[src/rtl/deser_pkg.sv]
// Shared types and constants for the 1-to-4 deserializer with word alignment.
package deser_pkg;

  // Width of the consecutive-match counter (LOCK_CNT tops out at 15).
  localparam int MC_W   = 4;

  // Width of an assembled parallel word.
  localparam int WORD_W = 4;

  // Alignment state machine states.
  typedef enum logic [1:0] {
    HUNT   = 2'd0,
    CHECK  = 2'd1,
    LOCKED = 2'd2
  } state_e;

endpackage

[src/rtl/deser_shift4.sv]
// Serial-to-parallel datapath: shift register, bit counter, bit-slip gating
// and the registered Q/QV outputs. The completed word is also offered
// combinationally so the alignment FSM can judge it on the same edge that
// loads Q, which keeps LOCK aligned with the QV of the deciding word.
module deser_shift4
  import deser_pkg::*;
#(
  parameter bit MSB_FIRST = 1'b1
) (
  input  logic              clk_i,
  input  logic              rst_n_i,
  input  logic              d_i,
  input  logic              dv_i,
  input  logic              slip_set_i,
  input  logic              slip_clr_i,
  output logic [WORD_W-1:0] word_o,
  output logic              done_o,
  output logic              drop_o,
  output logic [WORD_W-1:0] q_o,
  output logic              qv_o
);

  logic [WORD_W-1:0] sr_q, sr_d;
  logic [1:0]        cnt_q;
  logic              slip_q;
  logic [WORD_W-1:0] q_q;
  logic              qv_q;
  logic              accept;

  // Decide whether this cycle's bit is shifted in or discarded by a slip,
  // and form the register contents that would result from shifting it.
  always_comb begin
    accept = dv_i & ~slip_q;
    drop_o = dv_i & slip_q;
    if (MSB_FIRST) begin
      sr_d = {sr_q[WORD_W-2:0], d_i};
    end else begin
      sr_d = {d_i, sr_q[WORD_W-1:1]};
    end
    done_o = accept & (cnt_q == 2'd3);
    word_o = sr_d;
  end

  // Shift/count on accepted bits, publish finished words, track pending slip.
  always_ff @(posedge clk_i or negedge rst_n_i) begin
    if (!rst_n_i) begin
      sr_q   <= '0;
      cnt_q  <= 2'd0;
      slip_q <= 1'b0;
      q_q    <= '0;
      qv_q   <= 1'b0;
    end else begin
      qv_q <= done_o;
      if (done_o) begin
        q_q <= sr_d;
      end
      if (accept) begin
        sr_q  <= sr_d;
        cnt_q <= cnt_q + 2'd1;
      end
      // A resync cancels any slip; a new request arms it; a discarded bit consumes it.
      if (slip_clr_i) begin
        slip_q <= 1'b0;
      end else if (slip_set_i) begin
        slip_q <= 1'b1;
      end else if (drop_o) begin
        slip_q <= 1'b0;
      end
    end
  end

  assign q_o  = q_q;
  assign qv_o = qv_q;

endmodule

[src/rtl/deser1x4_align.sv]
// 1-to-4 deserializer with automatic word alignment. The datapath lives in
// deser_shift4; this level hunts for ALIGN_PAT, slipping one bit after every
// mismatching word, and declares LOCK after LOCK_CNT consecutive matches.
//
// Handshake: DV qualifies D; a bit is consumed on a rising CLK edge only when
// DV=1 (and is discarded instead when a slip is pending). QV is a one-cycle
// pulse on the cycle Q carries a freshly completed word; there is no
// back-pressure, the receiver must take Q while QV=1.
module deser1x4_align
  import deser_pkg::*;
#(
  parameter logic [3:0] ALIGN_PAT = 4'b1100,
  parameter int         LOCK_CNT  = 3,
  parameter bit         MSB_FIRST = 1'b1
) (
  input  logic       CLK,
  input  logic       RSTN,
  input  logic       D,
  input  logic       DV,
  input  logic       RESYNC,
  output logic [3:0] Q,
  output logic       QV,
  output logic       LOCK,
  output logic [1:0] PHASE,
  output logic [1:0] DBG_STATE
);

  localparam logic [MC_W-1:0] LOCK_CNT_L = MC_W'(LOCK_CNT);

  state_e            state_q;
  logic [MC_W-1:0]   mc_q;
  logic [MC_W-1:0]   mc_inc;
  logic              lock_q;
  logic [1:0]        phase_q;
  logic [WORD_W-1:0] word;
  logic              done;
  logic              drop;
  logic              match;
  logic              slip_set;

  deser_shift4 #(
    .MSB_FIRST (MSB_FIRST)
  ) u_shift (
    .clk_i      (CLK),
    .rst_n_i    (RSTN),
    .d_i        (D),
    .dv_i       (DV),
    .slip_set_i (slip_set),
    .slip_clr_i (RESYNC),
    .word_o     (word),
    .done_o     (done),
    .drop_o     (drop),
    .q_o        (Q),
    .qv_o       (QV)
  );

  // Judge the word completing this cycle; a mismatch while still aligning
  // requests a slip unless RESYNC is overriding the state machine.
  always_comb begin
    match    = (word == ALIGN_PAT);
    mc_inc   = mc_q + 1'b1;
    slip_set = done & ~RESYNC & ~match & (state_q != LOCKED);
  end

  // Alignment state machine with match counter, LOCK and slip phase.
  always_ff @(posedge CLK or negedge RSTN) begin
    if (!RSTN) begin
      state_q <= HUNT;
      mc_q    <= '0;
      lock_q  <= 1'b0;
      phase_q <= 2'd0;
    end else begin
      if (drop) begin
        phase_q <= phase_q + 2'd1;
      end
      if (RESYNC) begin
        // RESYNC beats any word completing this cycle; that word is not counted.
        state_q <= HUNT;
        mc_q    <= '0;
        lock_q  <= 1'b0;
      end else if (done) begin
        case (state_q)
          HUNT: begin
            if (match) begin
              mc_q <= {{(MC_W-1){1'b0}}, 1'b1};
              if (LOCK_CNT_L == {{(MC_W-1){1'b0}}, 1'b1}) begin
                state_q <= LOCKED;
                lock_q  <= 1'b1;
              end else begin
                state_q <= CHECK;
              end
            end
          end
          CHECK: begin
            if (match) begin
              mc_q <= mc_inc;
              if (mc_inc == LOCK_CNT_L) begin
                state_q <= LOCKED;
                lock_q  <= 1'b1;
              end
            end else begin
              mc_q    <= '0;
              state_q <= HUNT;
            end
          end
          LOCKED: begin
            // Words pass unchecked once aligned.
          end
          default: begin
            state_q <= HUNT;
            mc_q    <= '0;
            lock_q  <= 1'b0;
          end
        endcase
      end
    end
  end

  assign LOCK      = lock_q;
  assign PHASE     = phase_q;
  assign DBG_STATE = state_q;

endmodule

[config.mk]
export PLATFORM = sky130hd
export DESIGN_NAME = deser1x4_align
export DESIGN_NICKNAME = d
export VERILOG_FILES = /design/src/rtl/deser_pkg.sv /design/src/rtl/deser_shift4.sv /design/src/rtl/deser1x4_align.sv
export SDC_FILE = /design/constraint.sdc
export NUM_CORES = 1
export LEC_CHECK = 0
export CELL_PAD_IN_SITES_DETAIL_PLACEMENT = 1
export CELL_PAD_IN_SITES_GLOBAL_PLACEMENT = 2
export CORE_MARGIN = 2
export CORE_UTILIZATION = 36
export CTS_CLUSTER_SIZE = 24
export DETAILED_ROUTE_END_ITERATION = 8
export PLACE_DENSITY_LB_ADDON = 0.1
export SYNTH_ARGS = -nofsm -noshare
export SYNTH_HDL_FRONTEND = slang
export SYNTH_SLANG_ARGS = --single-unit
[constraint.sdc]
create_clock -name CLK -period 2.6 [get_ports CLK]
set_input_delay 0.52 -clock CLK [delete_from_list [all_inputs] [get_ports CLK]]
set_output_delay 0.52 -clock CLK [all_outputs]
set_load 0.005 [all_outputs]
; ---- Word level (Yosys, flattened, before mapping)
; Cells that the tools add are included.
[totals]
register_bits = 20
out_inout_bits = 10
word_cells = 59
[op_classes]
n_addsub = 3
eq_ne = 12
n_mux = 19
n_bitwise = 9
n_reduce_logical = 7
[ops]
columns = operator, count
row1 = two-way mux 4 bit, 4
row2 = one-hot mux 4 bit (3 select lines), 1
row3 = two-way mux 2 bit, 5
row4 = inequality test 3 bit (second input constant), 3
row5 = AND reduction 4 bit, 2
row6 = two-way mux 1 bit, 7
row7 = AND 1 bit, 6
row8 = one-hot mux 2 bit (3 select lines), 1
row9 = adder 2 x 1 -> 2 bit (second input constant), 2
row10 = adder 4 x 1 -> 4 bit (second input constant), 1
row11 = equality test 2 bit (second input constant), 2
row12 = equality test 4 x 2 -> 1 bit (second input constant), 1
row13 = equality test 4 bit (second input constant), 1
row14 = inequality test 2 bit (second input constant), 2
row15 = inequality test 4 bit (second input constant), 1
row16 = inverter 1 bit, 3
row17 = AND reduction 3 bit, 1
row18 = nonzero test 3 bit, 1
row19 = equality test 2 x 1 -> 1 bit (second input constant), 1
row20 = logical NOT 2 bit, 1
row21 = inequality test 2 x 1 -> 1 bit (second input constant), 1
row22 = one-hot mux 1 bit (2 select lines), 1
row23 = nonzero test 2 bit, 1
row24 = OR reduction 2 bit, 1

; ---- Logic depth before layout (Yosys ltp)
; Gate-level depths: netlist of the first run.
[logic_depth]
ltp_word = 8
mapped_depth = 6
depth_no_buf = 6

; ---- Modules after synthesis
; A second synthesis of the first run with hierarchy kept.
[hier_totals]
cells_unflattened = 82
area_unflattened_um2 = 1024.7
[by_module_without_submodules]
columns = mod, instances, cells_per_inst, area_each_um2, seq_area_each_um2
row1 = deser1x4_align, 1, 52, 553.0, 225.2
row2 = deser_shift4, 1, 30, 471.7, 275.3

; ---- Worst setup path after synthesis of the first run
; OpenSTA, ideal clock, no wires.
[synth_path]
kind = register -> register
start = register mc_q[0]
end = register lock_q (netlist: LOCK)
setup_time_ns = 0.087
arrival_time_ns = 1.590
required_ns = 2.513
slack_ns = 0.923
stages_incl_launch_ff = 6
path_buffers = 0
period_less_slack_ns = 1.677
path_cell_list = dfrtp_1 ha_1 or4b_4 o31ai_4 a31oi_2 a211oi_2
[synth_via]
elab_chain_cells = 4
[synth_rtl]
columns = element, line_no
row1 = start: declaration, deser1x4_align.sv:31  ; logic [MC_W-1:0] mc_q;
row2 = start signal: assignment, deser1x4_align.sv:85  ; mc_q <= {{(MC_W-1){1'b0}}, 1'b1};
row3 = start signal: assignment, deser1x4_align.sv:96  ; mc_q <= mc_inc;
row4 = adder 4 x 1 -> 4 bit, deser1x4_align.sv:61  ; mc_inc = mc_q + 1'b1;
row5 = equality test 4 x 2 -> 1 bit, deser1x4_align.sv:97  ; if (mc_inc == LOCK_CNT_L) begin
row6 = inequality test 3 bit (no line), -
row7 = AND reduction 4 bit (no line), -
row8 = end signal: assignment, deser1x4_align.sv:70  ; lock_q <= 1'b0;
row9 = end signal: assignment, deser1x4_align.sv:99  ; lock_q <= 1'b1;
row10 = end signal: assignment, deser1x4_align.sv:112  ; lock_q <= 1'b0;
row11 = end: declaration, deser1x4_align.sv:33  ; logic lock_q;
; No other way between the ends.
; A chain may end at the register's enable or synchronous reset.

; ---- Final worst setup path of the first run
[layout_path]
start = register state_q[1] (netlist: DBG_STATE[1])
end = output port DBG_STATE[1]
[layout_rtl]
columns = element, line_no
row1 = start: declaration, deser1x4_align.sv:30  ; state_e state_q;
row2 = start signal: assignment, deser1x4_align.sv:68  ; state_q <= HUNT;
row3 = start signal: assignment, deser1x4_align.sv:78  ; state_q <= HUNT;
row4 = start signal: assignment, deser1x4_align.sv:87  ; state_q <= LOCKED;
row5 = end: declaration, deser1x4_align.sv:25  ; output logic [1:0] DBG_STATE
; No word-level cell between the ends.

==> results of run 1 <==
## per-stage QoR
step	cells	setup slack (ps)	power, mW
final	135	756	0.985
after global routing	135	677	1.05
after CTS	135	743	1.00
after detailed placement	131	463	0.741
after global placement	131	564	0.732
after floorplan	87	923	0.591
## power by group
part           leakage [nW]  switching, mW  internal (mW)  total (mW)
Clock                0.0279         0.0996          0.156       0.255
Combinational         0.234          0.114          0.161       0.274
Sequential            0.258         0.0612          0.394       0.455
Total                 0.520          0.274          0.710       0.985
## area by class of cell
| type | count | share of cell area |
|---|---|---|
| clock buffers | 3 | 0.0186 |
| clock inverters | 1 | 0.0248 |
| inverters | 4 | 0.0124 |
| multi-input cells | 62 | 0.377 |
| flip-flops and latches | 20 | 0.414 |
| well taps | 30 | 0.0311 |
| repair buffers | 15 | 0.122 |
## sequential cells by signal, indices dropped and copies added, names as in the netlist
signal / cells
u_shift.qv_o: 1
LOCK: 1
u_shift.slip_q: 1
DBG_STATE: 2
u_shift.q_o: 4
u_shift.sr_q: 3
PHASE: 2
mc_q: 4
u_shift.cnt_q: 2
## path summary, 6_finish.rpt
kind | start | to | depth (start not counted)
worst max-delay path | DBG_STATE[1]$_DFFE_PN0P_ | DBG_STATE[1] | 1
min in group asynchronous | RSTN | mc_q[2]$_DFFE_PN0P_ | 2
max in group asynchronous | RSTN | mc_q[3]$_DFFE_PN0P_ | 2
worst max register to register | mc_q[0]$_DFFE_PN0P_ | LOCK$_DFFE_PN0P_ | 5
worst min register to register | u_shift.cnt_q[0]$_DFFE_PN0P_ | u_shift.cnt_q[0]$_DFFE_PN0P_ | 1
worst min-delay path | u_shift.cnt_q[0]$_DFFE_PN0P_ | u_shift.cnt_q[0]$_DFFE_PN0P_ | 1
## cells in the mapped netlist, types with 2 or more instances
master and instances:
a21oi_1 4, ha_1 3, o32ai_1 3, nand2_1 16
xnor2_1 2, nand2b_1 3, dfrtp_1 20, nand3_1 4
nor2_1 4, mux2_2 4, inv_1 3, nor3_1 2
## placed cells by master, fill, tap and decap left out, types with 3 or more instances in the layout
master,n
a21oi_1,4
dfrtp_1,20
inv_1,3
ha_1,3
nand2_1,16
nand3_1,4
clkdlybuf4s50_1,14
nor2_1,4
clkbuf_4,3
o32ai_1,3
mux2_2,4
nand2b_1,3
## cell families (layout without fill, tap and decap cells)
kind of cell,after synthesis,count (layout)
fa+ha+maj,3,3
compound gates,15,15
simple gates,36,36
buf+inv,5,23
mux,5,5
xor+xnor,3,3
flops,20,20
## layer usage
layer	up-vias	global-route usage	share of wire	routed length (um)
met1	363	0.187	0.48	973
met3	2	0.0488	0.037	74
met5	-	0	0	0
met2	12	0.230	0.48	962
li1	345	-	-	-
met4	0	0.0204	0.0064	13
==> flow_summary_export.csv, run 1 <==
group,metric,value,unit
status,outcome,"finished clean",
timing,skew,3.20,ps
final_layout,nFillCells,284,
clock_network,post_cts_resized,0,
logic_synthesis,async_reset_ff_frac,1.00,
clock_network,post_cts.repair.setup_buffers,0,
clock_network,clk_latency,300,ps
drt,wl,2020,um
logic_synthesis,synthSimpleGateAreaFrac,0.203,
clock_network,cts_tree,"built",
logic_synthesis,syn_area_per_cell,11.2,um^2
logic_synthesis,synth-xor-area-share,0.0270,
critical_path,cpMaxStageDelayCell,"clkdlybuf4s50_1",
clock_network,clock_sinks,20,
logic_synthesis,synth-compound-area-share,0.142,
die,die_w,56.0,um
drt,ant_nets,0,
drt,vias,722,
power,vdd_ir_drop_max,0.000548,V
grt,grt_pass1_vias,723,
critical_path,cp-end-kind,"primary output",
critical_path,worstPathCellList,"clkdlybuf4s50_1",
drt,drt-wirelength-per-cell,15.0,um
placed_design,io_buffers,14,
final_layout,diodes,0,
timing,whs,483,ps
die,core,2520,um^2
logic_synthesis,ys.flop_type,"dfrtp_1",
timing,final_hold_viol_count,0,
power,leakagePower,0.520,nW
logic_synthesis,synth_top_area_frac,0.513,
logic_synthesis,synth_area_leaders,"dfrtp_1, nand2_1, mux2_2",
clock_network,clk_pin_slew_worst_paths,120,ps
timing,setup_tns,0,ps
logic_synthesis,ys_seq_area_frac,0.513,
die,die_h,56.0,um
final_layout,layout.nets,114,
final_layout,fin_area,1210,um^2
logic_synthesis,synth_edf_count,0,
final_layout,multi_input_area,455,um^2
job,drv_cap,0,
logic_synthesis,synth_mux_area_frac,0.0565,
placed_design,place_congestion,0.724,
timing,setup_violations,0,
logic_synthesis,synth_top_family_by_area,"simple AND/OR/NAND/NOR gates",
critical_path,crit_path_max_fanout,6,
placed_design,postPlaceCellArea,1160,um^2
drt,drt_iter0_markers,8,
final_layout,syn2layout_area_growth,24.0,%
hold_path,hold_class,"reg -> reg",
logic_synthesis,yosys.area_share.adder,0.0385,
die,core.rowCount,18,
logic_synthesis,yosys.cell_types.count,31,
grt,grt_max_degree,21,
timing,rsz0062_at_grt,"false",
grt,antenna_found_initial,0,
final_layout,fin_util,0.479,
critical_path,critPathMaxStageDelay,540,ps
timing,maxSlewHeadroom,0.734,
die,initial_core_util,0.386,
clock_network,cts_root_buffer,"clkbuf_4",
critical_path,cp_data_arrival_time,1320,ps
clock_network,cts_max_level,1,
critical_path,critPathTopFamily,"buffers and inverters",
logic_synthesis,syn-num-nets,95,
logic_synthesis,ys_warn_count,0,
die,dieArea,3140,um^2
grt,grt_use_total,0.142,
timing,worstMarginPinSlew,398,ps
grt,grt_pass1_wl,3480,um
timing,fin_crit,1840,ps
power,cellPowerDensity,815,nW/um^2
drt,drtPass1Iterations,3,
drt,viasPerCell,5.35,
die,num_io_pins,15,
final_layout,ff_latch_area,500,um^2
timing,fin_crit_sh,0.709,
placed_design,dpl.hpwl,1460,um
logic_synthesis,synth-seq-cells,20,
drt,drc_errors,0,
logic_synthesis,synth_area_leader_cell,"dfrtp_1",
logic_synthesis,syn_area,975,um^2
critical_path,cp_data_required_time,2080,ps
grt,grt_overflow,0,
critical_path,cp_num_buf_inv,1,
timing,fmax,542,MHz
clock_network,cts_hold_buf,0,
timing,final_max_slew_viol_count,0,
clock_network,cts_buffers,3,
clock_network,cts_buffer_depth,2,
critical_path,r2r_slack,760,ps
final_layout,drive_above_1_share,0.152,
critical_path,crit_type,"reg -> out",
logic_synthesis,syn_inst,87,
critical_path,start_kind,"flip-flop",
No activity file was read; power rests on OpenSTA's default activity.
==> run 2, diff against run 1 <==
Settings changed: CORE_UTILIZATION 36 to 33.
Clock period 2.6 ns to 1.9 ns, I/O delays scaled along.
==> run 2 against run 1 <==
Routed wire length is 4.0% lower. Utilization is 3.4 points lower. Combinational power is 45% higher. Register-to-register slack worse by 620 ps. Flip-flop and latch count stayed put. Clock power is 2% lower. First-iteration DRC count is 13% higher. Sequential share of layout area is 1.0 points lower. Worst setup slack worse by 620 ps.
==> flow_summary_export.csv, run 2 (same netlist as run 1, synthesis figures left out) <==
group,metric,value,unit
clock_network,cts_buffer_depth,2,
drt,vias,727,
placed_design,place_congestion,0.683,
clock_network,clk_pin_slew_worst_paths,110,ps
drt,wl,1940,um
timing,skew,0.439,ps
timing,fin_crit_sh,0.931,
critical_path,critPathMaxStageDelay,560,ps
critical_path,cp_data_required_time,2130,ps
status,outcome,"finished clean",
timing,setup_violations,0,
timing,fin_crit,1770,ps
placed_design,dpl.hpwl,1490,um
critical_path,cp-end-kind,"flip-flop",
critical_path,crit_type,"reg -> reg",
timing,fmax,565,MHz
drt,ant_nets,0,
grt,grt_pass1_wl,3570,um
critical_path,critPathTopFamily,"simple AND/OR/NAND/NOR gates",
grt,grt_use_total,0.141,
timing,final_hold_viol_count,0,
critical_path,cpMaxStageDelayCell,"or4b_4",
die,dieArea,3400,um^2
die,core.rowCount,19,
final_layout,syn2layout_area_growth,27.1,%
clock_network,cts_root_buffer,"clkbuf_4",
critical_path,r2r_slack,130,ps
timing,final_max_slew_viol_count,0,
final_layout,layout.nets,120,
power,p_switching,0.370,mW
power,p_sw_frac,0.292,
final_layout,final_cells,142,
drt,viasPerCell,5.12,
clock_network,cts_tree,"built",
final_layout,diodes,0,
die,die_h,58.3,um
timing,whs,402,ps
clock_network,clock_sinks,20,
timing,setup_tns,0,ps
final_layout,final_common_cell,"dfrtp_1",
critical_path,worstPathCellList,"ha_1, or4b_4, o31ai_4, a31oi_2, a211oi_2",
power,power,1.27,mW
grt,grt_overflow,0,
job,drv_cap,0,
power,p_clk_frac,0.196,
final_layout,layout_common_cells,"dfrtp_1, nand2_1, clkdlybuf4s50_1",
final_layout,drive_above_1_share,0.198,
critical_path,start_kind,"flip-flop",
clock_network,clk_latency,300,ps
clock_network,cts_max_level,1,
drt,drt_iter0_markers,9,
clock_network,post_cts.repair.setup_buffers,0,
critical_path,cp_num_buf_inv,0,
placed_design,io_buffers,14,
power,vdd_ir_drop_max,0.000569,V
clock_network,cts_buffers,3,
power,pwr-share-comb,0.314,
die,num_io_pins,15,
power,power_frac_seq,0.490,
timing,worstMarginPinSlew,302,ps
power,cellPowerDensity,1020,nW/um^2
final_layout,fin_util,0.445,
power,internal-power,0.897,mW
timing,setup_slack,131,ps
drt,drc_errors,0,
timing,rsz0062_at_grt,"false",
placed_design,postPlaceCellArea,1200,um^2
grt,grt_pass1_vias,739,
placed_design,dp_slack,23.9,ps
drt,drt-wirelength-per-cell,13.7,um
final_layout,fin_area,1240,um^2
placed_design,dp_cells,138,
drt,drtPass1Iterations,4,
timing,maxSlewHeadroom,0.797,
critical_path,crit_path_max_fanout,6,
grt,grt_max_degree,21,
power,leakagePower,0.542,nW
critical_path,cp_data_arrival_time,1990,ps
clock_network,cts_hold_buf,0,
hold_path,hold_class,"in -> async",
die,core,2780,um^2
grt,antenna_found_initial,0,
die,die_w,58.3,um
clock_network,post_cts_resized,0,
die,initial_core_util,0.350,
==> run 2: power groups by stage <==
stage	Clock [mW]	Combinational [mW]	Sequential [mW]
after floorplan	0	0.185	0.624
after global placement	0	0.399	0.627
after detailed placement	0	0.407	0.632
after CTS	0.260	0.409	0.623
after global routing	0.285	0.447	0.638
final	0.249	0.397	0.621
==> run 2: layer usage <==
layer,share of wire,GRT usage
met4,0.019,0.0797
met3,0.028,0.0286
met2,0.47,0.207
met5,0,0
met1,0.48,0.194
==> run 2: worst register-to-register path: stages (launching register included) <==
cell and delay [ps]:
dfrtp_1 460, ha_1 250, or4b_4 560, o31ai_4 90
a31oi_2 130, a211oi_2 200
==> run 2: path summary, 6_finish.rpt <==
check / startpoint / to / cells after the start
min: RSTN / mc_q[3]$_DFFE_PN0P_ / 2
max reg2reg: mc_q[1]$_DFFE_PN0P_ / LOCK$_DFFE_PN0P_ / 5
max in group asynchronous: RSTN / u_shift.qv_o$_DFF_PN0_ / 2
max: mc_q[1]$_DFFE_PN0P_ / LOCK$_DFFE_PN0P_ / 5
min in group CLK: u_shift.cnt_q[0]$_DFFE_PN0P_ / u_shift.cnt_q[0]$_DFFE_PN0P_ / 1
min reg2reg: u_shift.cnt_q[0]$_DFFE_PN0P_ / u_shift.cnt_q[0]$_DFFE_PN0P_ / 1
==> run 2: area by class of cell <==
type | instances | area (um^2)
Clock buffer | 4 | 36.3
Timing Repair Buffer | 21 | 193
Sequential cell | 20 | 500
Inverter | 4 | 15.0
Multi-Input combinational cell | 62 | 455
Fill cell | 309 | 1540
Tap cell | 31 | 38.8
